## src/rtl/core_pkg.sv

```systemverilog
// Shared types for the writeback stage: source select, FSM states, load
// encodings and the context captured while a load is outstanding.
package core_pkg;

  typedef enum logic [1:0] {
    WB_ALU  = 2'd0,
    WB_LOAD = 2'd1,
    WB_PC4  = 2'd2,
    WB_NONE = 2'd3
  } wb_sel_e;

  typedef enum logic {
    S_IDLE      = 1'b0,
    S_WAIT_LOAD = 1'b1
  } wb_state_e;

  localparam logic [2:0] LB  = 3'b000;
  localparam logic [2:0] LH  = 3'b001;
  localparam logic [2:0] LW  = 3'b010;
  localparam logic [2:0] LBU = 3'b100;
  localparam logic [2:0] LHU = 3'b101;

  typedef struct packed {
    logic [4:0] rd;
    logic       we;
    logic [2:0] funct3;
    logic [1:0] addr;
  } load_ctx_t;

endpackage

```

## src/rtl/load_align.sv

```systemverilog
// Combinational load formatter: picks byte/halfword out of the raw word,
// extends it, and flags illegal encodings and misaligned addresses.
module load_align
  import core_pkg::*;
#(
  parameter int XLEN = 32
) (
  input  logic [2:0]      funct3,
  input  logic [1:0]      addr,
  input  logic [XLEN-1:0] word,
  output logic [XLEN-1:0] data,
  output logic            misaligned,
  output logic            illegal
);

  logic [XLEN-1:0] shifted;
  logic [7:0]      byte_sel;
  logic [15:0]     half_sel;

  always_comb begin
    shifted  = word >> {addr, 3'b000};
    byte_sel = shifted[7:0];
    half_sel = addr[1] ? word[31:16] : word[15:0];
    illegal    = 1'b0;
    misaligned = 1'b0;
    data       = word;
    case (funct3)
      LB:  data = {{(XLEN-8){byte_sel[7]}}, byte_sel};
      LBU: data = {{(XLEN-8){1'b0}}, byte_sel};
      LH: begin
        data       = {{(XLEN-16){half_sel[15]}}, half_sel};
        misaligned = addr[0];
      end
      LHU: begin
        data       = {{(XLEN-16){1'b0}}, half_sel};
        misaligned = addr[0];
      end
      LW:      misaligned = (addr != 2'b00);
      default: illegal = 1'b1;
    endcase
  end

endmodule

```

## src/rtl/mem_wb_stage.sv

```systemverilog
// Writeback stage: registers the RF write port, holds upstream while a load
// response is outstanding, and pulses load_err_o on bad loads.
module mem_wb_stage
  import core_pkg::*;
#(
  parameter int XLEN = 32
) (
  input  logic            clk_i,
  input  logic            reset_i,
  input  logic            valid_i,
  output logic            ready_o,
  input  logic            flush_i,
  input  logic [4:0]      rd_i,
  input  logic            regwrite_i,
  input  logic [1:0]      wb_sel_i,
  input  logic [XLEN-1:0] alu_result_i,
  input  logic [XLEN-1:0] pc_plus4_i,
  input  logic [2:0]      funct3_i,
  input  logic            dmem_rvalid_i,
  input  logic [XLEN-1:0] dmem_rdata_i,
  output logic [4:0]      rd_o,
  output logic [XLEN-1:0] wd_o,
  output logic            regwrite_o,
  output logic            load_err_o
);

  wb_state_e       state;
  load_ctx_t       ctx;
  logic            accept;
  logic [2:0]      al_funct3;
  logic [1:0]      al_addr;
  logic [XLEN-1:0] al_data;
  logic            al_misaligned;
  logic            al_illegal;

  assign ready_o = (state == S_IDLE) && !reset_i;
  assign accept  = valid_i && ready_o && !flush_i;

  // One aligner serves both the accept-time check (incoming fields) and the
  // response formatting (latched fields); the state picks which.
  assign al_funct3 = (state == S_IDLE) ? funct3_i : ctx.funct3;
  assign al_addr   = (state == S_IDLE) ? alu_result_i[1:0] : ctx.addr;

  load_align #(.XLEN(XLEN)) u_align (
    .funct3     (al_funct3),
    .addr       (al_addr),
    .word       (dmem_rdata_i),
    .data       (al_data),
    .misaligned (al_misaligned),
    .illegal    (al_illegal)
  );

  always_ff @(posedge clk_i) begin
    if (reset_i) begin
      state      <= S_IDLE;
      ctx        <= '0;
      rd_o       <= '0;
      wd_o       <= '0;
      regwrite_o <= 1'b0;
      load_err_o <= 1'b0;
    end else begin
      regwrite_o <= 1'b0;
      load_err_o <= 1'b0;
      case (state)
        S_IDLE: if (accept) begin
          case (wb_sel_e'(wb_sel_i))
            WB_ALU, WB_PC4: if (regwrite_i && rd_i != 5'd0) begin
              rd_o       <= rd_i;
              wd_o       <= (wb_sel_i == WB_ALU) ? alu_result_i : pc_plus4_i;
              regwrite_o <= 1'b1;
            end
            WB_LOAD: begin
              if (al_misaligned || al_illegal) begin
                load_err_o <= 1'b1;
              end else begin
                ctx   <= '{rd: rd_i, we: regwrite_i, funct3: funct3_i,
                           addr: alu_result_i[1:0]};
                state <= S_WAIT_LOAD;
              end
            end
            default: ;
          endcase
        end
        S_WAIT_LOAD: begin
          // Flush beats a same-cycle response.
          if (flush_i) begin
            state <= S_IDLE;
          end else if (dmem_rvalid_i) begin
            state <= S_IDLE;
            if (ctx.we && ctx.rd != 5'd0) begin
              rd_o       <= ctx.rd;
              wd_o       <= al_data;
              regwrite_o <= 1'b1;
            end
          end
        end
        default: state <= S_IDLE;
      endcase
    end
  end

endmodule

```

## config.mk

```make
export PLATFORM = sky130hd
export DESIGN_NAME = mem_wb_stage
export DESIGN_NICKNAME = d
export VERILOG_FILES = /design/src/rtl/core_pkg.sv /design/src/rtl/load_align.sv /design/src/rtl/mem_wb_stage.sv
export SDC_FILE = /design/constraint.sdc
export NUM_CORES = 1
export LEC_CHECK = 0
export ABC_AREA = 1
export ABC_CLOCK_PERIOD_IN_PS = 3600
export CORE_ASPECT_RATIO = 0.6
export CORE_MARGIN = 8
export CORE_UTILIZATION = 30
export CTS_CLUSTER_SIZE = 8
export DETAILED_ROUTE_END_ITERATION = 10
export GPL_ROUTABILITY_DRIVEN = 0
export HOLD_SLACK_MARGIN = 0.03
export PLACE_DENSITY = 0.55
export SLEW_MARGIN = 20
export SYNTH_ARGS = -nofsm -noshare
export SYNTH_HDL_FRONTEND = slang
export SYNTH_SLANG_ARGS = --single-unit
```

## constraint.sdc

```tcl
create_clock -name clk_i -period 3.6 [get_ports clk_i]
set_input_delay 0.54 -clock clk_i [delete_from_list [all_inputs] [get_ports clk_i]]
set_output_delay 0.54 -clock clk_i [all_outputs]
set_load 0.05 [all_outputs]
```

==> results.tsv, run 1 <==
metric	value	unit
worst min-delay path startpoint	ctx[2]$_SDFFE_PP0P_	
estimated wirelength of the detail-placed design	11100	um
area growth from synthesis to final layout	45.5	%
CP peak stage delay	0.82	ns
family with the most delay on the worst path	buffers and inverters	
clock edge transition at the registers on the reported setup and hold paths	0.07	ns
Die Footprint	0.0165	mm2
minimum clock period after layout	2.69	ns
commonest non-fill, non-tap cell in the layout	sky130_fd_sc_hd__nand2_1	
Worst Clk Skew	0.00660	ns
wire length of the first global-routing pass	22600	um
cell at the root of the clock tree	sky130_fd_sc_hd__clkbuf_16	
worst vdd rail ir drop	173	uV
internal power component	0.00109	W
top library cells by usage in the layout, fill and taps aside	sky130_fd_sc_hd__nand2_1, sky130_fd_sc_hd__clkdlybuf4s50_1, sky130_fd_sc_hd__inv_1	
final instance count without filler cells	927	
total wire length	14700	um
net switching power	0.000435	W
num rows	31	
beginning of the worst register-to-register path	state$_SDFF_PP0_	
clock network power share	0.367	
IO buf count	151	
core area	0.0121	mm2
Antenna Cells	0	
Avg Cell Area, Syn	5.93	um2
CTS Sinks	51	
Leakage Power	2.44	nW
Crit Path Class	primary input to output pin	
PostCTS Resize Cnt	0	
max_cap viols	0	
number of cells after detailed placement	919	
starting density of the core	0.309	
synth unique cells	30	
Initial DRC Count	356	
first drt pass iteration count	4	
number of nets in the finished design	873	
# fillers	1277	
launching element of the worst setup path	reset_i	
slowest stage cell on the critical path	sky130_fd_sc_hd__clkdlybuf4s50_1	
Crit Path Max Fanout	7	
number of endpoints failing setup at the final stage	0	
category of the worst setup path launch point	primary input	
final routed wire length divided by cell count	15.8	um
total CTS buffers	5	
normalized max-slew margin	0.389	
number of post-CTS setup repair buffers	0	
DRC	0	
number of nets with antenna violations after detailed routing	0	
Overall Global Routing Usage	0.171	
measured slew at the worst slew-check pin	0.916	ns
flops & latches, synth	51	
WP data required	3.06	ns
sequential share of the synthesized area	0.272	
crit path DAT	2.15	ns
Hold Crit Class	flip-flop to flip-flop	
area of the mapped netlist	0.00375	mm2
Register-to-Register Path Depth	9	
max frequency	372	MHz
initial antenna violation count	0	
pin count of the biggest net entering global routing	60	
total number of H-tree levels	2	
count of pins over their slew limit	0	
number of ports placed on the die boundary	152	
total nets after synthesis	745	
final clock period utilization by the worst path	0.746	
detail-routed via count per cell	4.69	
worst path cell trace	clkdlybuf4s50_1 -> nor2_4 -> clkdlybuf4s50_1	
final worst slack	0.914	ns
number of buffers on the longest clock path	2	
number of hold-slack violations in the final timing report	0	
total power divided by cell area	278	mW/mm2
die width	160	um
Mapped Cells	633	
Sw Ratio	0.286	
part of the power in combinational logic	0.251	
clock tree from TritonCTS	yes	
leftover overflow at the end of global routing	0	
part of the power in registers	0.382	
fraction of layout instances using a drive strength above 1	0.0853	
hold depth	2	
DIE HEIGHT	103	um
critical path buffer and inverter count	2	
clock latency on the worst-skew pair	0.30	ns
setup total negative slack	0	ns
most frequent CP cell	sky130_fd_sc_hd__clkdlybuf4s50_1	
pre-CTS setup slack	0.759	ns
RSZ-0062 raised after global routing	no	
result of the run	finished, final reports clean	
vias after detailed routing	4347	
number of global-route vias before repair	4149	
number of synthesis warnings	0	
number of stages on the worst setup path	3	
category of the worst setup path capture point	output pin	
Hold-fix buffers, CTS	0	
## per-stage QoR
stage | power (W) | util | hold slack [ns] | cell area [um2]
detailed placement | 0.000975 | 0.436 | 0.474 | 5300
CTS | 0.00154 | 0.450 | 0.486 | 5460
floorplan | 0.000783 | - | 0.445 | 3750
global route | 0.00159 | 0.450 | 0.516 | 5460
global placement | 0.000973 | 0.436 | 0.458 | 5300
finish | 0.00152 | 0.450 | 0.487 | 5460
## power groups by stage
stage               logic (W)  clock network, W  registers (W)
floorplan            0.000158                 0       0.000626
global placement     0.000379                 0       0.000594
detailed placement   0.000380                 0       0.000594
CTS                  0.000383          0.000572       0.000581
global route         0.000415          0.000595       0.000582
finish               0.000382          0.000558       0.000581
## cell usage after synthesis
library cell / number / share of area
sky130_fd_sc_hd__nand3_2: 16 / 0.043
sky130_fd_sc_hd__a21oi_1: 61 / 0.081
sky130_fd_sc_hd__a21oi_2: 10 / 0.023
sky130_fd_sc_hd__inv_1: 68 / 0.068
sky130_fd_sc_hd__nor2_4: 1 / 0.0030
sky130_fd_sc_hd__nor4_1: 1 / 0.0017
sky130_fd_sc_hd__buf_2: 6 / 0.0080
sky130_fd_sc_hd__or2_2: 2 / 0.0033
sky130_fd_sc_hd__o21ai_2: 1 / 0.0023
sky130_fd_sc_hd__nand4_1: 2 / 0.0033
sky130_fd_sc_hd__buf_6: 12 / 0.036
sky130_fd_sc_hd__o21ai_1: 13 / 0.017
sky130_fd_sc_hd__clkbuf_1: 18 / 0.018
sky130_fd_sc_hd__nand3b_1: 1 / 0.0020
sky130_fd_sc_hd__o22ai_1: 6 / 0.010
sky130_fd_sc_hd__inv_2: 3 / 0.0030
sky130_fd_sc_hd__clkinv_1: 2 / 0.0020
sky130_fd_sc_hd__nand2_2: 7 / 0.012
sky130_fd_sc_hd__dfxtp_1: 51 / 0.27
sky130_fd_sc_hd__nor2_2: 1 / 0.0017
sky130_fd_sc_hd__nor3_4: 1 / 0.0043
sky130_fd_sc_hd__nand2_4: 4 / 0.012
sky130_fd_sc_hd__nor2_1: 60 / 0.060
sky130_fd_sc_hd__o21ai_0: 23 / 0.031
sky130_fd_sc_hd__inv_4: 1 / 0.0017
sky130_fd_sc_hd__nor3_1: 1 / 0.0013
sky130_fd_sc_hd__nand2_1: 205 / 0.20
sky130_fd_sc_hd__buf_1: 2 / 0.0020
sky130_fd_sc_hd__buf_4: 1 / 0.0020
sky130_fd_sc_hd__nand3_1: 53 / 0.071
## state kept, by name (all words and copies together) (netlist names)
register,cells
wd_o,32
ctx,11
rd_o,5
load_err_o,1
regwrite_o,1
state,1
## path summary, 6_finish.rpt
kind         slack [ns]                     to
max                0.91                ready_o
min                0.49    ctx[2]$_SDFFE_PP0P_
max reg2reg        0.99  wd_o[18]$_SDFFE_PP0P_
min reg2reg        0.49    ctx[2]$_SDFFE_PP0P_
## worst reg2reg max path, cell delays in order, from the launching register on
cell and delay [ns]:
sky130_fd_sc_hd__dfxtp_1 0.34, sky130_fd_sc_hd__inv_4 0.47, sky130_fd_sc_hd__nand2_1 0.14, sky130_fd_sc_hd__nand2_2 0.32, sky130_fd_sc_hd__nand2_1 0.14, sky130_fd_sc_hd__nor2_2 0.11, sky130_fd_sc_hd__nand3_2 0.53, sky130_fd_sc_hd__nand3_1 0.29
sky130_fd_sc_hd__nand2_1 0.08, sky130_fd_sc_hd__a21oi_1 0.11
## cells by family (layout without fill, tap and decap cells)
| family | after synthesis | count (layout) | synth area share |
|---|---|---|---|
| compound gates | 114 | 114 | 0.165 |
| buf+inv | 113 | 242 | 0.141 |
| flops | 51 | 51 | 0.272 |
| simple gates | 355 | 355 | 0.423 |
## layer usage
metal / track usage / vias up / wire length, um
met2: 0.249 / 151 / 5990
met1: 0.248 / 1938 / 7510
met3: 0.0478 / 5 / 1130
met4: 0.0236 / 0 / 50
li1: - / 2253 / -
met5: 0 / - / 0
## layout make-up
cell class,count,area [um2],area share
repair buffers,160,1580,0.289
flip-flops and latches,51,1020,0.187
clock inverters,3,43.8,0.00801
well taps,165,206,0.0378
clock buffers,5,125,0.0229
multi-input cells,469,2210,0.404
inverters,74,280,0.0513
No activity file was read; power rests on OpenSTA's default activity.
==> inputs of run 2 (changes only) <==
- ABC_CLOCK_PERIOD_IN_PS: 3600 -> 2700
- clock period: 3.6 -> 2.7 ns (I/O delays scaled with it)
==> run 2 against run 1 <==
Effect of this change: final cell count increased by 0.76%; critical path type is now primary input to flip-flop; count of clock-buffer cells in the layout increased by 1; sequential power up 33%; register-to-register slack lost 0.37 ns; flip-flop and latch count is the same; worst setup slack lost 0.29 ns; non-clock buffer count increased by 7; clock power rose by 38%; die area unchanged.
==> results.tsv, run 2 (synthesis results as in run 1) <==
metric	value	unit	change
final clock period utilization by the worst path	0.769		
number of buffers on the longest clock path	2		unchanged
total wire length	14600	um	-0.65%
total power divided by cell area	372	mW/mm2	+34%
register bank with the most flops	wd_o		
met1 track utilization from global routing	0.236		-0.0126
pin count of the biggest net entering global routing	53		-12%
worst min-delay path startpoint	ctx[2]$_SDFFE_PP0P_		
num rows	31		unchanged
family with the most delay on the worst path	simple AND/OR/NAND/NOR gates		
number of post-CTS setup repair buffers	0		unchanged
IO buf count	151		unchanged
worst path cell trace	clkdlybuf4s50_1 -> inv_1 -> nand2_1 -> nand2_2 -> o21ai_0 -> inv_1 -> nand2_2 -> nand3_1 -> nand2_1 -> a21oi_1		
clock tree from TritonCTS	yes		
category of the worst setup path launch point	primary input		
RSZ-0062 raised after global routing	no		
max frequency	482	MHz	
max_cap viols	0		unchanged
number of ports placed on the die boundary	152		unchanged
number of hold-slack violations in the final timing report	0		unchanged
critical path buffer and inverter count	3		+1
Crit Path Class	primary input to flip-flop		
Pwr Total	0.00206	W	+36%
minimum clock period after layout	2.08	ns	
GRT busiest layer	met2		
die width	160	um	unchanged
GR Util met3	0.0610		+0.0132
initial antenna violation count	0		unchanged
wire length of the first global-routing pass	22800	um	+0.80%
starting density of the core	0.309		unchanged
Register-to-Register Path Depth	10		+1
cell at the root of the clock tree	sky130_fd_sc_hd__clkbuf_16		
leftover overflow at the end of global routing	0		unchanged
routing usage on met2	0.253		+0.00419
Hold Path End	ctx[2]$_SDFFE_PP0P_		
Hold-fix buffers, CTS	0		unchanged
fraction of layout instances using a drive strength above 1	0.0949		+0.00963
final routed wire length divided by cell count	15.6	um	-1.4%
area growth from synthesis to final layout	47.8	%	
setup total negative slack	0	ns	unchanged
Initial DRC Count	272		-24%
commonest non-fill, non-tap cell in the layout	sky130_fd_sc_hd__nand2_1		
DIE HEIGHT	103	um	unchanged
Worst Clk Skew	0.00554	ns	-0.00106 ns
category of the worst setup path capture point	flip-flop		
count of pins over their slew limit	0		unchanged
total number of H-tree levels	2		unchanged
final instance count without filler cells	934		+0.76%
number of cells after detailed placement	926		+0.76%
normalized max-slew margin	0.471		+0.0818
DRC	0		unchanged
clock edge transition at the registers on the reported setup and hold paths	0.07	ns	about the same
WP data required	2.87	ns	-0.19 ns
core area	0.0121	mm2	unchanged
Leakage Power	2.49	nW	+1.9%
number of nets with antenna violations after detailed routing	0		unchanged
hold depth	2		unchanged
Overall Global Routing Usage	0.172		+0.00103
CTS Sinks	51		unchanged
result of the run	finished, final reports clean		
Die Footprint	0.0165	mm2	unchanged
slowest stage cell on the critical path	sky130_fd_sc_hd__clkdlybuf4s50_1		
total CTS buffers	5		unchanged
largest registers	wd_o (32), ctx (11), rd_o (5)		
measured slew at the worst slew-check pin	0.789	ns	-0.127 ns
top library cells by usage in the layout, fill and taps aside	sky130_fd_sc_hd__nand2_1, sky130_fd_sc_hd__clkdlybuf4s50_1, sky130_fd_sc_hd__inv_1		
first drt pass iteration count	5		+1
Crit Reg-Reg Endpoint	wd_o[19]$_SDFFE_PP0P_		
CP peak stage delay	0.53	ns	-0.29 ns
detail-routed via count per cell	4.71		+0.48%
Antenna Cells	0		unchanged
Hold Crit Class	flip-flop to flip-flop		
Crit Path Max Fanout	18		+11
clock latency on the worst-skew pair	0.30	ns	about the same
number of global-route vias before repair	4293		+3.5%
number of nets in the finished design	880		+0.80%
worst vdd rail ir drop	233	uV	+35%
vias after detailed routing	4401		+1.2%
reg-to-reg setup timing slack	0.62	ns	-0.37 ns
Largest register FFs	32		unchanged
crit path DAT	2.24	ns	+0.09 ns
number of endpoints failing setup at the final stage	0		unchanged
beginning of the worst register-to-register path	state$_SDFF_PP0_		
estimated wirelength of the detail-placed design	11200	um	+0.86%
PostCTS Resize Cnt	0		unchanged
run 2: cell count changes in the layout (fill, tap and decap cells not counted):
cell                              change
sky130_fd_sc_hd__clkinv_2             -1
sky130_fd_sc_hd__buf_12               +2
sky130_fd_sc_hd__inv_6                +1
sky130_fd_sc_hd__clkinv_4             -1
sky130_fd_sc_hd__clkbuf_8             +1
sky130_fd_sc_hd__buf_4                +6
sky130_fd_sc_hd__clkdlybuf4s50_1      -1
run 2: cell type report:
cell class | count | area (um2)
Multi-Input combinational cell | 469 | 2210
Clock inverter | 2 | 38.8
Tap cell | 165 | 206
Sequential cell | 51 | 1020
Inverter | 74 | 280
Clock buffer | 6 | 139
Timing Repair Buffer | 167 | 1650
Fill cell | 1281 | 6590
run 2: worst max-delay path by stage:
stage / to / slack, ns / start / depth (start not counted)
2_1_floorplan: rd_o[0]$_SDFFE_PP0P_ / 0.98 / state$_SDFF_PP0_ / 9
3_3_place_gp: wd_o[20]$_SDFFE_PP0P_ / 0.42 / alu_result_i[1] / 10
3_5_place_dp: wd_o[19]$_SDFFE_PP0P_ / 0.32 / alu_result_i[1] / 10
4_1_cts: wd_o[19]$_SDFFE_PP0P_ / 0.63 / state$_SDFF_PP0_ / 10
5_1_grt: wd_o[19]$_SDFFE_PP0P_ / 0.42 / state$_SDFF_PP0_ / 10
6_report: wd_o[19]$_SDFFE_PP0P_ / 0.62 / alu_result_i[1] / 10
run 2: where the power goes:
group	internal [W]	switching (W)
clock	0.000467	0.000305
sequential	0.000766	0.00000770
combinational	0.000248	0.000267
run 2: worst reg2reg max path, delay by kind of cell, from the launching register on:
| family | cells | cell delay, ns |
|---|---|---|
| AOI/OAI and AO/OA | 2 | 0.15 |
| and+or+nand+nor | 6 | 1.05 |
| buffers and inverters | 2 | 0.35 |
| DFF | 1 | 0.39 |
run 2: stage by stage:
stage | util | hold WS (ns) | setup slack, ns | area (um2)
5_1_grt | 0.457 | 0.499 | 0.417 | 5550
6_report | 0.457 | 0.479 | 0.624 | 5550
2_1_floorplan | - | 0.445 | 0.975 | 3750
3_5_place_dp | 0.442 | 0.467 | 0.323 | 5370
3_3_place_gp | 0.442 | 0.461 | 0.422 | 5370
4_1_cts | 0.457 | 0.479 | 0.633 | 5550
run 2: routing by layer:
metal | share of wire | wire (um)
met1 | 0.50 | 7220
met2 | 0.41 | 5910
met3 | 0.087 | 1260
met4 | 0.012 | 181
met5 | 0 | 0
